<file path="config.mk">
export PLATFORM = sky130hd
export DESIGN_NAME = line_buffer_ctrl_flat
export DESIGN_NICKNAME = d
export VERILOG_FILES = /design/src/rtl/line_buffer_ctrl_if.sv /design/src/rtl/line_buffer_ctrl.sv /design/src/flat_wrapper.sv
export SDC_FILE = /design/constraint.sdc
export NUM_CORES = 1
export LEC_CHECK = 0
export CORE_MARGIN = 2
export CORE_UTILIZATION = 55
export DETAILED_ROUTE_END_ITERATION = 16
export GPL_TIMING_DRIVEN = 0
export PLACE_DENSITY_LB_ADDON = 0.25
export SYNTH_ARGS = -nofsm -noshare
export SYNTH_HDL_FRONTEND = slang
export SYNTH_SLANG_ARGS = --single-unit
</file>
<file path="constraint.sdc">
create_clock -name iCLK -period 2.4 [get_ports iCLK]
set_clock_uncertainty 0.1 [all_clocks]
set_input_delay 0.72 -clock iCLK [delete_from_list [all_inputs] [get_ports iCLK]]
set_output_delay 0.72 -clock iCLK [all_outputs]
set_load 0.02 [all_outputs]
</file>
<file path="src/rtl/line_buffer_ctrl_if.sv">
// Capture-side / FIFO-side bundle for the line buffer controller.
// master drives pixel and FIFO status; slave is the controller.
interface line_buffer_ctrl_if;
  logic        iSOF;
  logic        iDVAL;
  logic        iFULL;
  logic        iEMPTY;
  logic        oWREN;
  logic        oRDEN;
  logic        oTAP_VALID;
  logic        oOUT_VALID;
  logic [10:0] oX_Cont;
  logic [10:0] oY_Cont;
  logic        oBUSY;
  logic [2:0]  oERR;

  modport master (
    output iSOF, iDVAL, iFULL, iEMPTY,
    input  oWREN, oRDEN, oTAP_VALID, oOUT_VALID,
    input  oX_Cont, oY_Cont, oBUSY, oERR
  );

  modport slave (
    input  iSOF, iDVAL, iFULL, iEMPTY,
    output oWREN, oRDEN, oTAP_VALID, oOUT_VALID,
    output oX_Cont, oY_Cont, oBUSY, oERR
  );
endinterface

</file>
<file path="src/rtl/line_buffer_ctrl.sv">
// Single-line FIFO sequencer for the 2x2 Bayer-to-grey datapath:
// primes one line, streams lockstep read+write, drains at end of frame.
module line_buffer_ctrl #(
  parameter int LINE_WIDTH  = 1280,
  parameter int FRAME_LINES = 960
) (
  input logic              iCLK,
  input logic              iRST,
  line_buffer_ctrl_if.slave bus
);

  localparam logic [10:0] LW_M1 = 11'(LINE_WIDTH - 1);
  localparam logic [10:0] FL_M1 = 11'(FRAME_LINES - 1);

  typedef enum logic [1:0] {
    S_IDLE,
    S_PRIME,
    S_STREAM,
    S_DRAIN
  } state_t;

  state_t      r_state;
  state_t      w_state_nxt;
  logic [10:0] r_col;
  logic [10:0] r_row;
  logic [10:0] r_drain;
  logic [10:0] w_col_nxt;
  logic [10:0] w_row_nxt;
  logic [10:0] w_drain_nxt;
  logic        w_wren;
  logic        w_rden;
  logic        w_tap;
  logic        w_clr_err;
  logic        w_col_end;
  logic        w_row_end;
  logic        w_blk;
  logic [2:0]  w_err_set;

  logic        r_out_valid;
  logic [10:0] r_x;
  logic [10:0] r_y;
  logic [2:0]  r_err;

  assign w_col_end = (r_col == LW_M1);
  assign w_row_end = (r_row == FL_M1);

  always_comb begin
    w_state_nxt = r_state;
    w_col_nxt   = r_col;
    w_row_nxt   = r_row;
    w_drain_nxt = r_drain;
    w_wren      = 1'b0;
    w_rden      = 1'b0;
    w_tap       = 1'b0;
    w_clr_err   = 1'b0;
    unique case (r_state)
      S_IDLE: begin
        if (bus.iSOF && bus.iDVAL) begin
          w_wren      = 1'b1;
          w_clr_err   = 1'b1;
          w_col_nxt   = 11'd1;
          w_row_nxt   = 11'd0;
          w_state_nxt = S_PRIME;
        end
      end
      S_PRIME: begin
        w_wren = bus.iDVAL;
        if (bus.iDVAL) begin
          if (w_col_end) begin
            w_col_nxt   = 11'd0;
            w_row_nxt   = 11'd1;
            w_state_nxt = S_STREAM;
          end else begin
            w_col_nxt = r_col + 11'd1;
          end
        end
      end
      S_STREAM: begin
        w_wren = bus.iDVAL;
        w_rden = bus.iDVAL;
        w_tap  = bus.iDVAL;
        if (bus.iDVAL) begin
          if (w_col_end) begin
            w_col_nxt = 11'd0;
            if (w_row_end) begin
              w_drain_nxt = 11'd0;
              w_state_nxt = S_DRAIN;
            end else begin
              w_row_nxt = r_row + 11'd1;
            end
          end else begin
            w_col_nxt = r_col + 11'd1;
          end
        end
      end
      S_DRAIN: begin
        // Pop by count only; an empty FIFO is flagged, not waited on.
        w_rden = 1'b1;
        if (r_drain == LW_M1) begin
          w_drain_nxt = 11'd0;
          w_col_nxt   = 11'd0;
          w_row_nxt   = 11'd0;
          w_state_nxt = S_IDLE;
        end else begin
          w_drain_nxt = r_drain + 11'd1;
        end
      end
      default: begin
        w_state_nxt = S_IDLE;
      end
    endcase
  end

  assign w_blk = (r_state == S_STREAM) && bus.iDVAL &&
                 r_row[0] && r_col[0];

  assign w_err_set = {
    bus.iSOF && (r_state != S_IDLE),
    w_rden && bus.iEMPTY,
    w_wren && bus.iFULL && !w_rden
  };

  always_ff @(posedge iCLK) begin
    if (!iRST) begin
      r_state     <= S_IDLE;
      r_col       <= 11'd0;
      r_row       <= 11'd0;
      r_drain     <= 11'd0;
      r_out_valid <= 1'b0;
      r_x         <= 11'd0;
      r_y         <= 11'd0;
      r_err       <= 3'b000;
    end else begin
      r_state     <= w_state_nxt;
      r_col       <= w_col_nxt;
      r_row       <= w_row_nxt;
      r_drain     <= w_drain_nxt;
      r_out_valid <= w_blk;
      if (w_blk) begin
        r_x <= {1'b0, r_col[10:1]};
        r_y <= {1'b0, r_row[10:1]};
      end
      if (w_clr_err) begin
        r_err <= 3'b000;
      end else begin
        r_err <= r_err | w_err_set;
      end
    end
  end

  assign bus.oWREN      = w_wren;
  assign bus.oRDEN      = w_rden;
  assign bus.oTAP_VALID = w_tap;
  assign bus.oOUT_VALID = r_out_valid;
  assign bus.oX_Cont    = r_x;
  assign bus.oY_Cont    = r_y;
  assign bus.oBUSY      = (r_state != S_IDLE);
  assign bus.oERR       = r_err;

endmodule

</file>
<file path="src/flat_wrapper.sv">
// flat-port wrapper written by rule: the top's interface ports become plain ports
module line_buffer_ctrl_flat 
#(
  parameter int LINE_WIDTH  = 1280,
  parameter int FRAME_LINES = 960
)
  (iCLK, iRST, bus_iSOF, bus_iDVAL, bus_iFULL, bus_iEMPTY, bus_oWREN, bus_oRDEN, bus_oTAP_VALID, bus_oOUT_VALID, bus_oX_Cont, bus_oY_Cont, bus_oBUSY, bus_oERR);
  line_buffer_ctrl_if bus_i ();
  input logic iCLK;
  input logic iRST;
  input wire logic [$bits(bus_i.iSOF)-1:0] bus_iSOF;
  input wire logic [$bits(bus_i.iDVAL)-1:0] bus_iDVAL;
  input wire logic [$bits(bus_i.iFULL)-1:0] bus_iFULL;
  input wire logic [$bits(bus_i.iEMPTY)-1:0] bus_iEMPTY;
  output wire logic [$bits(bus_i.oWREN)-1:0] bus_oWREN;
  output wire logic [$bits(bus_i.oRDEN)-1:0] bus_oRDEN;
  output wire logic [$bits(bus_i.oTAP_VALID)-1:0] bus_oTAP_VALID;
  output wire logic [$bits(bus_i.oOUT_VALID)-1:0] bus_oOUT_VALID;
  output wire logic [$bits(bus_i.oX_Cont)-1:0] bus_oX_Cont;
  output wire logic [$bits(bus_i.oY_Cont)-1:0] bus_oY_Cont;
  output wire logic [$bits(bus_i.oBUSY)-1:0] bus_oBUSY;
  output wire logic [$bits(bus_i.oERR)-1:0] bus_oERR;
  assign bus_i.iSOF = bus_iSOF;
  assign bus_i.iDVAL = bus_iDVAL;
  assign bus_i.iFULL = bus_iFULL;
  assign bus_i.iEMPTY = bus_iEMPTY;
  assign bus_oWREN = bus_i.oWREN;
  assign bus_oRDEN = bus_i.oRDEN;
  assign bus_oTAP_VALID = bus_i.oTAP_VALID;
  assign bus_oOUT_VALID = bus_i.oOUT_VALID;
  assign bus_oX_Cont = bus_i.oX_Cont;
  assign bus_oY_Cont = bus_i.oY_Cont;
  assign bus_oBUSY = bus_i.oBUSY;
  assign bus_oERR = bus_i.oERR;
  line_buffer_ctrl #(.LINE_WIDTH(LINE_WIDTH), .FRAME_LINES(FRAME_LINES)) u_core (.iCLK(iCLK), .iRST(iRST), .bus(bus_i));
endmodule
</file>
==> results.md <==
- Relative slew slack: between 60% and 70%
- Hold Slack: 0.354 ns
- Peak VDD IR: around 800 uV
- Port Buffer Count: 31
- Final WL: 7920 microns
- I/O pin count: 36
- FMAX: approximately 420 MHz
- Worst r2r src: u_core.r_drain[8]
- R2R cell count: 5
- Die Height: 77.8 microns
- Crit path capture type: output pin
- Comb pwr share: about 30%
- Power Total: about 2.9 mW
- Cell Area, Synth: 2990 sq um
- Startpoint class of the critical path: flip-flop
- Max-slew violations: 0
- Leading area contributor after synthesis: dfxtp_1
- GPL Wtd Cong: ~0.89
- Vias in the first global route: around 2800
- Most frequent cells in the layout: nand2_1 (77), dfxtp_1 (57), a21oi_1 (41)
- TritonCTS clock tree: built
- Detail Placement HPWL: about 5500 microns
- WHS Path Cells: 2
- PwrDens: 780 nW/um^2
- Leading cell type in the layout, fill and taps excluded: nand2_1
- Data required, critical path: 1.58 ns
- Clk pin slew, worst setup/hold paths: roughly 0.070 ns
- Clock Path Buffers: 2
- Multi-input logic area: roughly 1800 sq um
- Synthesized area per cell: approximately 8 sq um
- Tcrit/Tclk final: 98.1%
- Register area: 1180 sq um
- Antenna Nets Post-Route: 0
- Die width: ~78 microns
- Filler cells: between 300 and 400
- Final Net Count: between 400 and 500
- Synth top area share: 39.5%
- Ys flop type: dfxtp_1
- Router iterations before antenna repair: 5
- ANT cells: 0
- Share of layout cells above drive strength 1: between 10% and 20%
- DR WL/cell: 16.0 microns
- Maximum fanout along the worst path: 7
- First-pass GRT wire length: around 13000 microns
- Sw frac: between 30% and 40%
- Synth-to-layout area growth: 23.9%
- Number of H-tree levels: 3
- Synth async-reset ratio: 0%
- Hold Path Sink: u_core.bus.oY_Cont[7]
- Internal: approximately 1.9 mW
- DRC viols: 0
- Distinct cells, synth: 56
- Crit Path Class: reg -> out
- Actual slew at the worst max-slew pin: about 0.6 ns
- Clock network fraction of total power: 33.4%
- Gate Count Post-Synth: approximately 380
- Clock Root Buffer: clkbuf_8
- Sw power: 1.00 mW
- Core Util, Final: 71.7%
- Setup Viol. Count Final: 0
- Hold WC Path Type: reg -> reg
- CTS Sinks: 59
- Vias/cell: between 6 and 7
- Sequential area share after synthesis: about two fifths
- FF+latch count, synth: 59
- Hold_buf cts: 0
- Setup TNS: 0 ns
- Total GRT Usage: between 20 and 30%
- Ranking of synthesized cells by area: dfxtp_1 (39%), nand2_1 (9.8%), a21oi_1 (7.0%)
- Clk_lat worst skew: 0.35 ns
- Reg2reg setup slack: 0.07 ns
- Initial Util: approximately 58%
- Reg power frac: 36.6%
- Via count: 2989
- Status: complete, no violations
- Crit path DAT: 1.53 ns
- Worst setup margin: 0.0453 ns
- Total gr overflow: 0
- Die area: about 6000 sq um
- Post-synth EDFFs: 0
- Ys Warns: 0
- Initial antenna violation count: 0
- Leakage dissipation: around 1.3 nW
- Initial drt markers: approximately 300
- Largest net degree at the start of global routing: 12
- Hold path startpoint: u_core.bus.oY_Cont[7]
- Final hold viol count: 0
- Setup WS pre-CTS: -0.657 ns
- Reg-to-reg endpoint: u_core.r_col[6]
- # rows: 26
- Cts bufs inserted: 9
- Final min period: about 2.4 ns
- Core Box Area: between 5000 and 6000 sq um
- Max-capacitance violation count: 0
==> flip-flops by register name (all words and copies together) (netlist names) <==
| name | count |
|---|---|
| u_core.bus.oERR | 3 |
| u_core.r_drain | 11 |
| u_core.r_state | 2 |
| u_core.bus.oX_Cont | 10 |
| u_core.bus.oOUT_VALID | 1 |
| u_core.bus.oY_Cont | 10 |
| u_core.r_col | 11 |
| u_core.r_row | 11 |
==> cell families after synthesis <==
logic type	count (synthesis)	synth area share [%]
flip-flops	59	39.5
AO/OA/AOI/OAI	103	22.2
adder cells (fa/ha/maj)	8	3.35
other	1	0.125
XOR/XNOR	1	0.293
AND/OR/NAND/NOR	174	29.7
multiplexers	3	1.00
buffers and inverters	28	3.81
==> per-layer routing <==
layer	routed length, microns	up-vias	track usage, %
li1	-	1447	-
met1	3520	1370	35.9
met2	3640	147	44.5
met3	537	25	6.98
met4	227	0	11.8
met5	0	-	0
==> power groups by stage <==
| stage | combinational, mW | sequential [mW] | clock (mW) |
|---|---|---|---|
| 2_1_floorplan | 0.526 | 1.07 | 0 |
| 3_3_place_gp | 0.742 | 1.07 | 0 |
| 3_5_place_dp | 0.762 | 1.07 | 0 |
| 4_1_cts | 0.786 | 1.05 | 0.973 |
| 5_1_grt | 0.940 | 1.06 | 1.02 |
| 6_report | 0.867 | 1.06 | 0.966 |
==> worst max-delay path by stage <==
stage                      start               to  slack (ns)  cells after the start
2_1_floorplan          bus_iDVAL        bus_oRDEN        0.01                      4
3_3_place_gp            bus_iSOF        bus_oWREN       -0.63                      5
3_5_place_dp            bus_iSOF        bus_oWREN       -0.66                      5
4_1_cts        u_core.r_state[0]        bus_oRDEN       -0.15                      6
5_1_grt          u_core.r_col[0]  u_core.r_row[1]       -0.02                      7
6_report       u_core.r_state[0]        bus_oRDEN        0.05                      5
==> critical path, cell delays in order (launching register included) <==
cell     delay [ns]
dfxtp_2        0.37
inv_4          0.06
ha_4           0.18
and2_4         0.17
or2_4          0.24
buf_4          0.16
==> area by class of cell <==
type	instances	area share, %
clock inverter	5	1.65
tap	70	2.36
multi-input combinational	291	48.1
buffer	18	2.26
inverter	8	0.877
timing repair buffer	33	8.71
sequential	59	31.9
clock buffer	11	4.08
==> per-stage QoR <==
stage	instance area (sq um)	cells
6_report	3710	495
4_1_cts	3650	496
3_3_place_gp	3390	479
3_5_place_dp	3390	479
5_1_grt	3710	495
2_1_floorplan	3000	378
==> synth_stat cells, types with 5 or more instances <==
master	count
nand2_1	78
dfxtp_1	59
a21oi_1	42
o21ai_0	20
nor2_1	19
clkbuf_1	17
nand3_1	11
and3_1	9
ha_1	8
inv_1	8
a31oi_1	7
nor3_1	7
nand4_1	6
nand4b_1	5
or3_1	5
==> what timing repair did <==
| item | CTS | global route |
|---|---|---|
| buffers inserted | 1 | 1 |
| cloned | 0 | 0 |
| resized for setup | 27 | 18 |
| endpoints found under the setup margin | 25 | 32 |
| pin swaps | 2 | 2 |
Power figures use the tool's default switching activity.
